===== src/rtl/psram_pkg.sv =====
// Shared types and default timing for the PSRAM asynchronous read path.
// Halfword addresses are 22 bits per die; the die is selected by word address bit 21.
package psram_pkg;

   localparam int DEF_ADDR_CYCLES     = 2;
   localparam int DEF_READ_CYCLES     = 6;
   localparam int DEF_RECOVERY_CYCLES = 1;

   localparam int HW_ADDR_W = 22;
   localparam int DIE_BIT   = 21;

   typedef enum logic [2:0] {
      IDLE,
      ADDR_LO,
      READ_LO,
      RECOV_LO,
      ADDR_HI,
      READ_HI,
      RECOV_HI
   } rd_state_e;

   typedef enum logic [1:0] {
      PH_IDLE,
      PH_ADDR,
      PH_READ,
      PH_RECOV
   } cyc_phase_e;

   function automatic int phase_cnt_w(input int a, input int r, input int c);
      int m;
      m = a;
      if (r > m) m = r;
      if (c > m) m = c;
      return $clog2(m) + 1;
   endfunction

endpackage


===== src/rtl/psram_async_read_cycle.sv =====
// One asynchronous-mode halfword read: ADDR (ADV# low, address on DQ), READ (OE# low), RECOV.
// All pin outputs are registered so DQ drive and OE# always change on the same edge.
module psram_async_read_cycle
   import psram_pkg::*;
#(
   parameter int ADDR_CYCLES     = DEF_ADDR_CYCLES,
   parameter int READ_CYCLES     = DEF_READ_CYCLES,
   parameter int RECOVERY_CYCLES = DEF_RECOVERY_CYCLES
) (
   input  logic                 clk,
   input  logic                 reset_n,
   input  logic                 start,
   input  logic                 die,
   input  logic [HW_ADDR_W-1:0] hw_addr,
   input  logic [15:0]          dq_in,
   output logic [5:0]           a,
   output logic [15:0]          dq_out,
   output logic                 dq_oe,
   output logic                 ce0_n,
   output logic                 ce1_n,
   output logic                 adv_n,
   output logic                 oe_n,
   output logic                 ub_n,
   output logic                 lb_n,
   output logic [15:0]          rd_data,
   output logic                 rd_sample,
   output logic                 phase_end,
   output logic                 done
);

   localparam int CNT_W = phase_cnt_w(ADDR_CYCLES, READ_CYCLES, RECOVERY_CYCLES);
   localparam logic [CNT_W-1:0] ADDR_LD  = CNT_W'(ADDR_CYCLES - 1);
   localparam logic [CNT_W-1:0] READ_LD  = CNT_W'(READ_CYCLES - 1);
   localparam logic [CNT_W-1:0] RECOV_LD = CNT_W'(RECOVERY_CYCLES - 1);

   cyc_phase_e       phase;
   logic [CNT_W-1:0] cnt;
   logic             launch;

   assign phase_end = (phase != PH_IDLE) && (cnt == '0);
   assign rd_sample = (phase == PH_READ) && (cnt == '0);
   assign done      = (phase == PH_RECOV) && (cnt == '0);
   assign rd_data   = dq_in;
   // A new access may start straight out of the last recovery cycle.
   assign launch    = start && ((phase == PH_IDLE) || done);

   always_ff @(posedge clk or negedge reset_n) begin
      if (!reset_n) begin
         phase  <= PH_IDLE;
         cnt    <= '0;
         a      <= '0;
         dq_out <= '0;
         dq_oe  <= 1'b0;
         ce0_n  <= 1'b1;
         ce1_n  <= 1'b1;
         adv_n  <= 1'b1;
         oe_n   <= 1'b1;
         ub_n   <= 1'b1;
         lb_n   <= 1'b1;
      end else if (launch) begin
         phase  <= PH_ADDR;
         cnt    <= ADDR_LD;
         a      <= hw_addr[21:16];
         dq_out <= hw_addr[15:0];
         dq_oe  <= 1'b1;
         ce0_n  <= die;
         ce1_n  <= ~die;
         adv_n  <= 1'b0;
         oe_n   <= 1'b1;
         ub_n   <= 1'b0;
         lb_n   <= 1'b0;
      end else if (phase != PH_IDLE) begin
         if (cnt != '0) begin
            cnt <= cnt - 1'b1;
         end else begin
            case (phase)
               PH_ADDR: begin
                  phase  <= PH_READ;
                  cnt    <= READ_LD;
                  adv_n  <= 1'b1;
                  dq_oe  <= 1'b0;
                  dq_out <= '0;
                  oe_n   <= 1'b0;
               end
               PH_READ: begin
                  phase <= PH_RECOV;
                  cnt   <= RECOV_LD;
                  ce0_n <= 1'b1;
                  ce1_n <= 1'b1;
                  oe_n  <= 1'b1;
                  ub_n  <= 1'b1;
                  lb_n  <= 1'b1;
               end
               default: begin
                  phase <= PH_IDLE;
                  a     <= '0;
               end
            endcase
         end
      end
   end

endmodule


===== src/rtl/psram_bridge_reader.sv =====
// 32-bit bridge read port: two halfword PSRAM reads (even address first) assembled little-endian.
// The die bit is captured at acceptance and held for both halves, so the top word never wraps dies.
module psram_bridge_reader
   import psram_pkg::*;
#(
   parameter int ADDR_CYCLES     = DEF_ADDR_CYCLES,
   parameter int READ_CYCLES     = DEF_READ_CYCLES,
   parameter int RECOVERY_CYCLES = DEF_RECOVERY_CYCLES
) (
   input  logic                 clk,
   input  logic                 reset_n,
   input  logic                 req_valid,
   output logic                 req_ready,
   input  logic [HW_ADDR_W-1:0] req_addr,
   output logic                 rsp_valid,
   output logic [31:0]          rsp_data,
   output logic                 busy,
   output logic [5:0]           psram_a,
   output logic [15:0]          psram_dq_out,
   output logic                 psram_dq_oe,
   input  logic [15:0]          psram_dq_in,
   output logic                 psram_ce0_n,
   output logic                 psram_ce1_n,
   output logic                 psram_adv_n,
   output logic                 psram_oe_n,
   output logic                 psram_we_n,
   output logic                 psram_ub_n,
   output logic                 psram_lb_n,
   output logic                 psram_cre,
   input  logic                 psram_wait_n
);

   if (ADDR_CYCLES < 1 || READ_CYCLES < 1 || RECOVERY_CYCLES < 1) begin : g_param_check
      $error("psram_bridge_reader: ADDR/READ/RECOVERY cycle counts must all be >= 1");
   end

   rd_state_e            state;
   logic [HW_ADDR_W-1:0] addr_q;
   logic                 accept;
   logic                 cyc_start;
   logic                 cyc_die;
   logic [HW_ADDR_W-1:0] cyc_addr;
   logic [15:0]          rd_data;
   logic                 rd_sample;
   logic                 phase_end;
   logic                 cyc_done;
   logic                 unused_wait;

   assign accept    = req_valid && req_ready;
   assign cyc_start = accept || ((state == RECOV_LO) && cyc_done);
   // On acceptance the low half is launched from the live request; the high half from the capture.
   assign cyc_die   = accept ? req_addr[DIE_BIT] : addr_q[DIE_BIT];
   assign cyc_addr  = accept ? {req_addr[DIE_BIT-1:0], 1'b0} : {addr_q[DIE_BIT-1:0], 1'b1};

   assign busy        = ~req_ready;
   assign psram_we_n  = 1'b1;
   assign psram_cre   = 1'b0;
   assign unused_wait = psram_wait_n;

   psram_async_read_cycle #(
      .ADDR_CYCLES    (ADDR_CYCLES),
      .READ_CYCLES    (READ_CYCLES),
      .RECOVERY_CYCLES(RECOVERY_CYCLES)
   ) u_cycle (
      .clk      (clk),
      .reset_n  (reset_n),
      .start    (cyc_start),
      .die      (cyc_die),
      .hw_addr  (cyc_addr),
      .dq_in    (psram_dq_in),
      .a        (psram_a),
      .dq_out   (psram_dq_out),
      .dq_oe    (psram_dq_oe),
      .ce0_n    (psram_ce0_n),
      .ce1_n    (psram_ce1_n),
      .adv_n    (psram_adv_n),
      .oe_n     (psram_oe_n),
      .ub_n     (psram_ub_n),
      .lb_n     (psram_lb_n),
      .rd_data  (rd_data),
      .rd_sample(rd_sample),
      .phase_end(phase_end),
      .done     (cyc_done)
   );

   always_ff @(posedge clk or negedge reset_n) begin
      if (!reset_n) begin
         state     <= IDLE;
         addr_q    <= '0;
         req_ready <= 1'b1;
         rsp_valid <= 1'b0;
         rsp_data  <= '0;
      end else begin
         rsp_valid <= 1'b0;
         case (state)
            IDLE: begin
               if (accept) begin
                  addr_q    <= req_addr;
                  req_ready <= 1'b0;
                  state     <= ADDR_LO;
               end
            end
            ADDR_LO: if (phase_end) state <= READ_LO;
            READ_LO: begin
               if (rd_sample) begin
                  rsp_data[15:0] <= rd_data;
                  state          <= RECOV_LO;
               end
            end
            RECOV_LO: if (cyc_done) state <= ADDR_HI;
            ADDR_HI:  if (phase_end) state <= READ_HI;
            READ_HI: begin
               if (rd_sample) begin
                  rsp_data[31:16] <= rd_data;
                  rsp_valid       <= 1'b1;
                  state           <= RECOV_HI;
               end
            end
            RECOV_HI: begin
               if (cyc_done) begin
                  req_ready <= 1'b1;
                  state     <= IDLE;
               end
            end
            default: begin
               req_ready <= 1'b1;
               state     <= IDLE;
            end
         endcase
      end
   end

endmodule


===== config.mk =====
export PLATFORM = sky130hd
export DESIGN_NAME = psram_bridge_reader
export DESIGN_NICKNAME = d
export VERILOG_FILES = /design/src/rtl/psram_pkg.sv /design/src/rtl/psram_async_read_cycle.sv /design/src/rtl/psram_bridge_reader.sv
export SDC_FILE = /design/constraint.sdc
export NUM_CORES = 1
export LEC_CHECK = 0
export ABC_AREA = 1
export ABC_CLOCK_PERIOD_IN_PS = 2700
export CAP_MARGIN = 20
export CORE_MARGIN = 4
export CORE_UTILIZATION = 45
export DETAILED_ROUTE_END_ITERATION = 10
export PLACE_DENSITY = 0.74
export SYNTH_ARGS = -nofsm -noshare
export SYNTH_HDL_FRONTEND = slang
export SYNTH_SLANG_ARGS = --single-unit

===== constraint.sdc =====
create_clock -name clk -period 2.7 [get_ports clk]
set_input_delay 0.54 -clock clk [delete_from_list [all_inputs] [get_ports clk]]
set_output_delay 0.54 -clock clk [all_outputs]
set_load 0.05 [all_outputs]

**Word level (Yosys, flattened, before mapping)**

Index checks and enable logic that the tools add are counted.

- Bits in registers: 93
- Bits of input ports: 42
- Output and inout port bits: 66

- Add/subtract/negate cells: 1
- Equality and inequality tests: 18
- Multiplexer cells: 49
- Bitwise logic cells: 3
- Reductions and logical operators: 31

Operators with widths:

| cell | count |
|---|---|
| $mux W16 | 4 |
| $mux W6 | 4 |
| $mux W1 | 22 |
| $mux W22 | 1 |
| $mux W3 | 7 |
| $pmux W3 S7 | 1 |
| $reduce_and A3 Y1 | 5 |
| $ne A2 B2 Y1 const B | 7 |
| $mux W4 | 3 |
| $reduce_and A2 Y1 | 5 |
| $eq A3 B3 Y1 const B | 3 |
| $pmux W4 S2 | 1 |
| $reduce_bool A2 Y1 | 4 |
| $reduce_bool A4 Y1 | 2 |
| $reduce_and A7 Y1 | 1 |
| $eq A3 B2 Y1 const B | 2 |
| $logic_and A1 B1 Y1 | 6 |
| $mux W2 | 3 |
| $reduce_or A5 Y1 | 1 |
| $eq A2 B2 Y1 const B | 2 |
| $logic_not A4 Y1 | 1 |
| $ne A2 B1 Y1 const B | 2 |
| $pmux W2 S2 | 1 |
| $sub A4 B1 Y4 const B | 1 |
| other kinds (10) | 13 |

**Longest topological paths before layout**

- Depth in word-level cells: 7
- Gate-level depth with buffers: 10
- Depth with buffers taken out: 10

**Hierarchy**

A second synthesis with hierarchy kept.

- Cells, all modules: 519
- Area total of the unflattened synthesis: 4624.4 um^2

Modules (own cells, without submodules):

| module | times used | cells an instance | area each (um^2) |
|---|---|---|---|
| psram_bridge_reader | 1 | 322 | 2909.0 |
| psram_async_read_cycle | 1 | 197 | 1715.4 |

**Least setup slack after synthesis**

Ideal clock, no wire load.

- Path kind: reg2reg
- Start point: register req_ready
- End point: register state[2]
- Library setup time: 117 ps
- Arrival: 1503 ps
- Path slack: 1080 ps
- Stages on the path, launching flop included: 9
- Path buffers: 1
- Period minus slack after synthesis: 1620 ps
- Cells stage by stage: dfstp_2 > nand2_1 > buf_2 > nand2_1 > nand2_1 > nor2_1 > nand2_1 > nand2_1 > nand2_1

- Longest elaborated chain between the ends: 3

Ends and longest elaborated chain:

| element | RTL line | text |
|---|---|---|
| start, declared | psram_bridge_reader.sv:13 | `output logic req_ready,` |
| start signal, assigned | psram_bridge_reader.sv:90 | `req_ready <= 1'b1;` |
| start signal, assigned | psram_bridge_reader.sv:99 | `req_ready <= 1'b0;` |
| start signal, assigned | psram_bridge_reader.sv:121 | `req_ready <= 1'b1;` |
| $logic_and A1 B1 Y1 | psram_bridge_reader.sv:49 | `assign accept = req_valid && req_ready;` |
| $ne A2 B2 Y1 (no source line) | n/a |  |
| $reduce_and A7 Y1 (no source line) | n/a |  |
| end signal, assigned | psram_bridge_reader.sv:88 | `state <= IDLE;` |
| end signal, assigned | psram_bridge_reader.sv:100 | `state <= ADDR_LO;` |
| end signal, assigned | psram_bridge_reader.sv:103 | `ADDR_LO: if (phase_end) state <= READ_LO;` |
| end, declared | psram_bridge_reader.sv:37 | `rd_state_e state;` |

No other way between the ends.
A chain may end at the register's enable or synchronous reset.

**Worst setup path in the final report**

- Start point: register req_ready
- End point: output port req_ready

No word-level cell between the ends.

==> impl_metrics.yaml <==
drt:
  dr.pass1.iters: 4
  first_iter_violations: 213
  wl_per_cell_um: 13.3
  postRouteAntennaNets: 0
  vias_per_cell: 4.85
  wl_mm: 9.85
  route.detailed.drc: 0
  dr_total_vias: 3577
worst_setup_path:
  path_delay_family: "buffers and inverters"
  slowest_stage: "clkdlybuf4s50_1"
  path_max_fanout: 4
  startpoint_type: "register"
  cp_slowest_stage_delay_ns: 0.81
  crit_type: "register to primary output"
  crit_chain: "clkdlybuf4s50_1"
  required_ns: 2.16
  worstPathArrival_ns: 1.73
  critPathCaptureType: "primary output"
  path_buf_inv: 1
die:
  die_w_um: 105
  die_h_um: 105
  start_util_pct: 46.2
  rows: 35
  io_pins: 108
  die_area_um2: 11100
  core_um2: 9240
global_route:
  grt_max_degree: 65
  grt_overflow: 0
  grt_pass1_vias: 3473
  grt_pass1_wl_mm: 16.7
  grt_usage_pct: 18.4
  antenna_found_initial: 0
synthesis:
  yosys_warnings: 0
  async_reset_ff_share_pct: 100
  avgSynthCellArea_um2: 8.30
  synth_cells: 514
  syn-num-nets: 562
  synthTopCellsByCount: "191 x nand2_1, 87 x dfrtp_1, 81 x o21ai_0"
  ys.flop_type: "dfrtp_1"
  yosysTopAreaCellShare_pct: 51.0
  synth_enable_flop_cells: 0
  syn_area_um2: 4270
  synth_top_cell_by_area: "dfrtp_1"
  ys_ff_latch: 93
  synth.most_common_cell: "nand2_1"
  ys_types: 24
  synth.area.top_cells: "dfrtp_1 51%, nand2_1 17%, o21ai_0 9.5%"
  ys_seq_area_share_pct: 54.7
sta:
  worstMarginPinSlew_ns: 0.722
  hold_violations: 0
  setup_tns_ns: 0
  report.final.slew_viol_count: 0
  setup_viol_count_final: 0
  clock.fmax_mhz: 441
  period_share_pct: 84.1
  skew_ns: 0.0117
  period_needed_ns: 2.27
  slew_headroom_pct: 51.7
  rsz0062_at_grt: "no"
flow_run:
  max_cap_viol_count: 0
clock_network:
  cts-buffers-inserted: 9
  cts_max_level: 3
  clock_latency_ns: 0.36
  cts_tree: "done"
  ctsResizeCount: 0
  clk_pin_slew_ns: 0.10
  ctsRootBufferMaster: "clkbuf_8"
  post_cts_buffers: 0
  cts_buffer_depth: 2
  cts_hold_buf: 0
  clock-sinks: 93
power:
  vdd_drop_max_mv: 0.297
  power_density_nw_per_um2: 441
  p_int_uw: 1890
  p_sw_uw: 557
  power.share.clock_pct: 38.6
  p_seq_share_pct: 57.0
  power_switching_share_pct: 22.8
  power.leakage_uw: 0.00247
  p_comb_share_pct: 4.4
final_layout:
  stdcell_count: 738
  antenna_cells: 0
  fin_nets: 652
  drive_above_1_share_pct: 6.73
  area_growth_pct: 29.7
placement:
  io_buffer_count: 104
  gp_congestion: 0.779
  dpl.hpwl_mm: 6.80
  dp_cells: 722
status:
  status: "completed"
min_path:
  hold_path_class: "input port to asynchronous set/reset pin"
-- metal layers --
layer  share of wire, %  vias to the layer above  global-route usage, %
li1                   -                     1791                      -
met1                 46                     1667                   24.1
met2                 47                      105                   29.6
met3                6.0                       14                   4.53
met4                1.6                        0                   6.75
met5                  0                        -                      0
-- flip-flops by register name (all words and copies together) (netlist names), 2 cells and up --
register / count
state: 3
addr_q: 22
rsp_data: 32
u_cycle.phase: 2
u_cycle.dq_out: 16
u_cycle.a: 6
u_cycle.cnt: 4
-- kinds of logic (layout without fill, tap and decap cells) --
group	count (synthesis)	after routing	share of synthesized area, %
xor+xnor	1	1	0.205
compound gates	94	94	11.2
flops	93	93	54.7
simple gates	242	242	23.8
buf+inv	76	171	8.09
other cells	2	2	0.176
fa+ha+maj	6	6	1.76
-- placed cells by master, fill, tap and decap left out, types with 2 or more instances in the layout --
| cell type | instances |
|---|---|
| clkdlybuf4s50_1 | 103 |
| clkbuf_8 | 9 |
| inv_1 | 43 |
| dfstp_2 | 6 |
| a21oi_1 | 2 |
| inv_2 | 5 |
| buf_4 | 3 |
| nor2_1 | 9 |
| o21ai_0 | 81 |
| nand2_2 | 2 |
| dfrtp_1 | 87 |
| conb_1 | 2 |
| ha_1 | 6 |
| o211ai_1 | 2 |
| nand2_1 | 191 |
| o21ai_1 | 8 |
| nand3_2 | 4 |
| nand3_1 | 31 |
| nor2_4 | 3 |
-- cell type report --
class,count,area (um^2)
Fill cell,820,3700
Sequential cell,93,2330
Tap cell,129,161
Timing Repair Buffer,107,1070
Inverter,48,180
Multi-Input combinational cell,345,1590
Clock inverter,6,71.3
Clock buffer,10,128
-- power groups by stage --
stage	registers, uW	logic [uW]	clock network (uW)
3_5_place_dp	1420	109	0
2_1_floorplan	1420	15.9	0
6_report	1390	107	943
4_1_cts	1390	109	965
5_1_grt	1390	118	1030
3_3_place_gp	1420	109	0
-- path summary, 6_finish.rpt --
kind / endpoint / cells after the start / start / slack (ns)
setup / recovery: req_ready / 1 / req_ready / 0.43
hold / removal: rsp_data[0] / 1 / reset_n / 0.09
setup reg to reg: u_cycle.dq_out[4] / 8 / u_cycle.cnt[0] / 0.74
hold reg to reg: addr_q[16] / 2 / addr_q[16] / 0.49
max in group asynchronous: u_cycle.ce1_n / 2 / reset_n / 1.89
min in group clk: addr_q[16] / 2 / addr_q[16] / 0.49
-- stage by stage --
step | total power (uW) | cell area, um^2 | worst slack, ns | hold slack, ns | util, %
3_3_place_gp | 1530 | 5340 | 0.512 | 0.456 | 57.8
6_report | 2440 | 5540 | 0.430 | 0.0875 | 59.9
3_5_place_dp | 1530 | 5340 | 0.468 | 0.474 | 57.8
5_1_grt | 2540 | 5540 | 0.390 | 0.107 | 59.9
4_1_cts | 2470 | 5540 | 0.411 | 0.0884 | 59.9
2_1_floorplan | 1440 | 4270 | 1.08 | 0.244 | -
No activity file was read; power rests on OpenSTA's default activity.
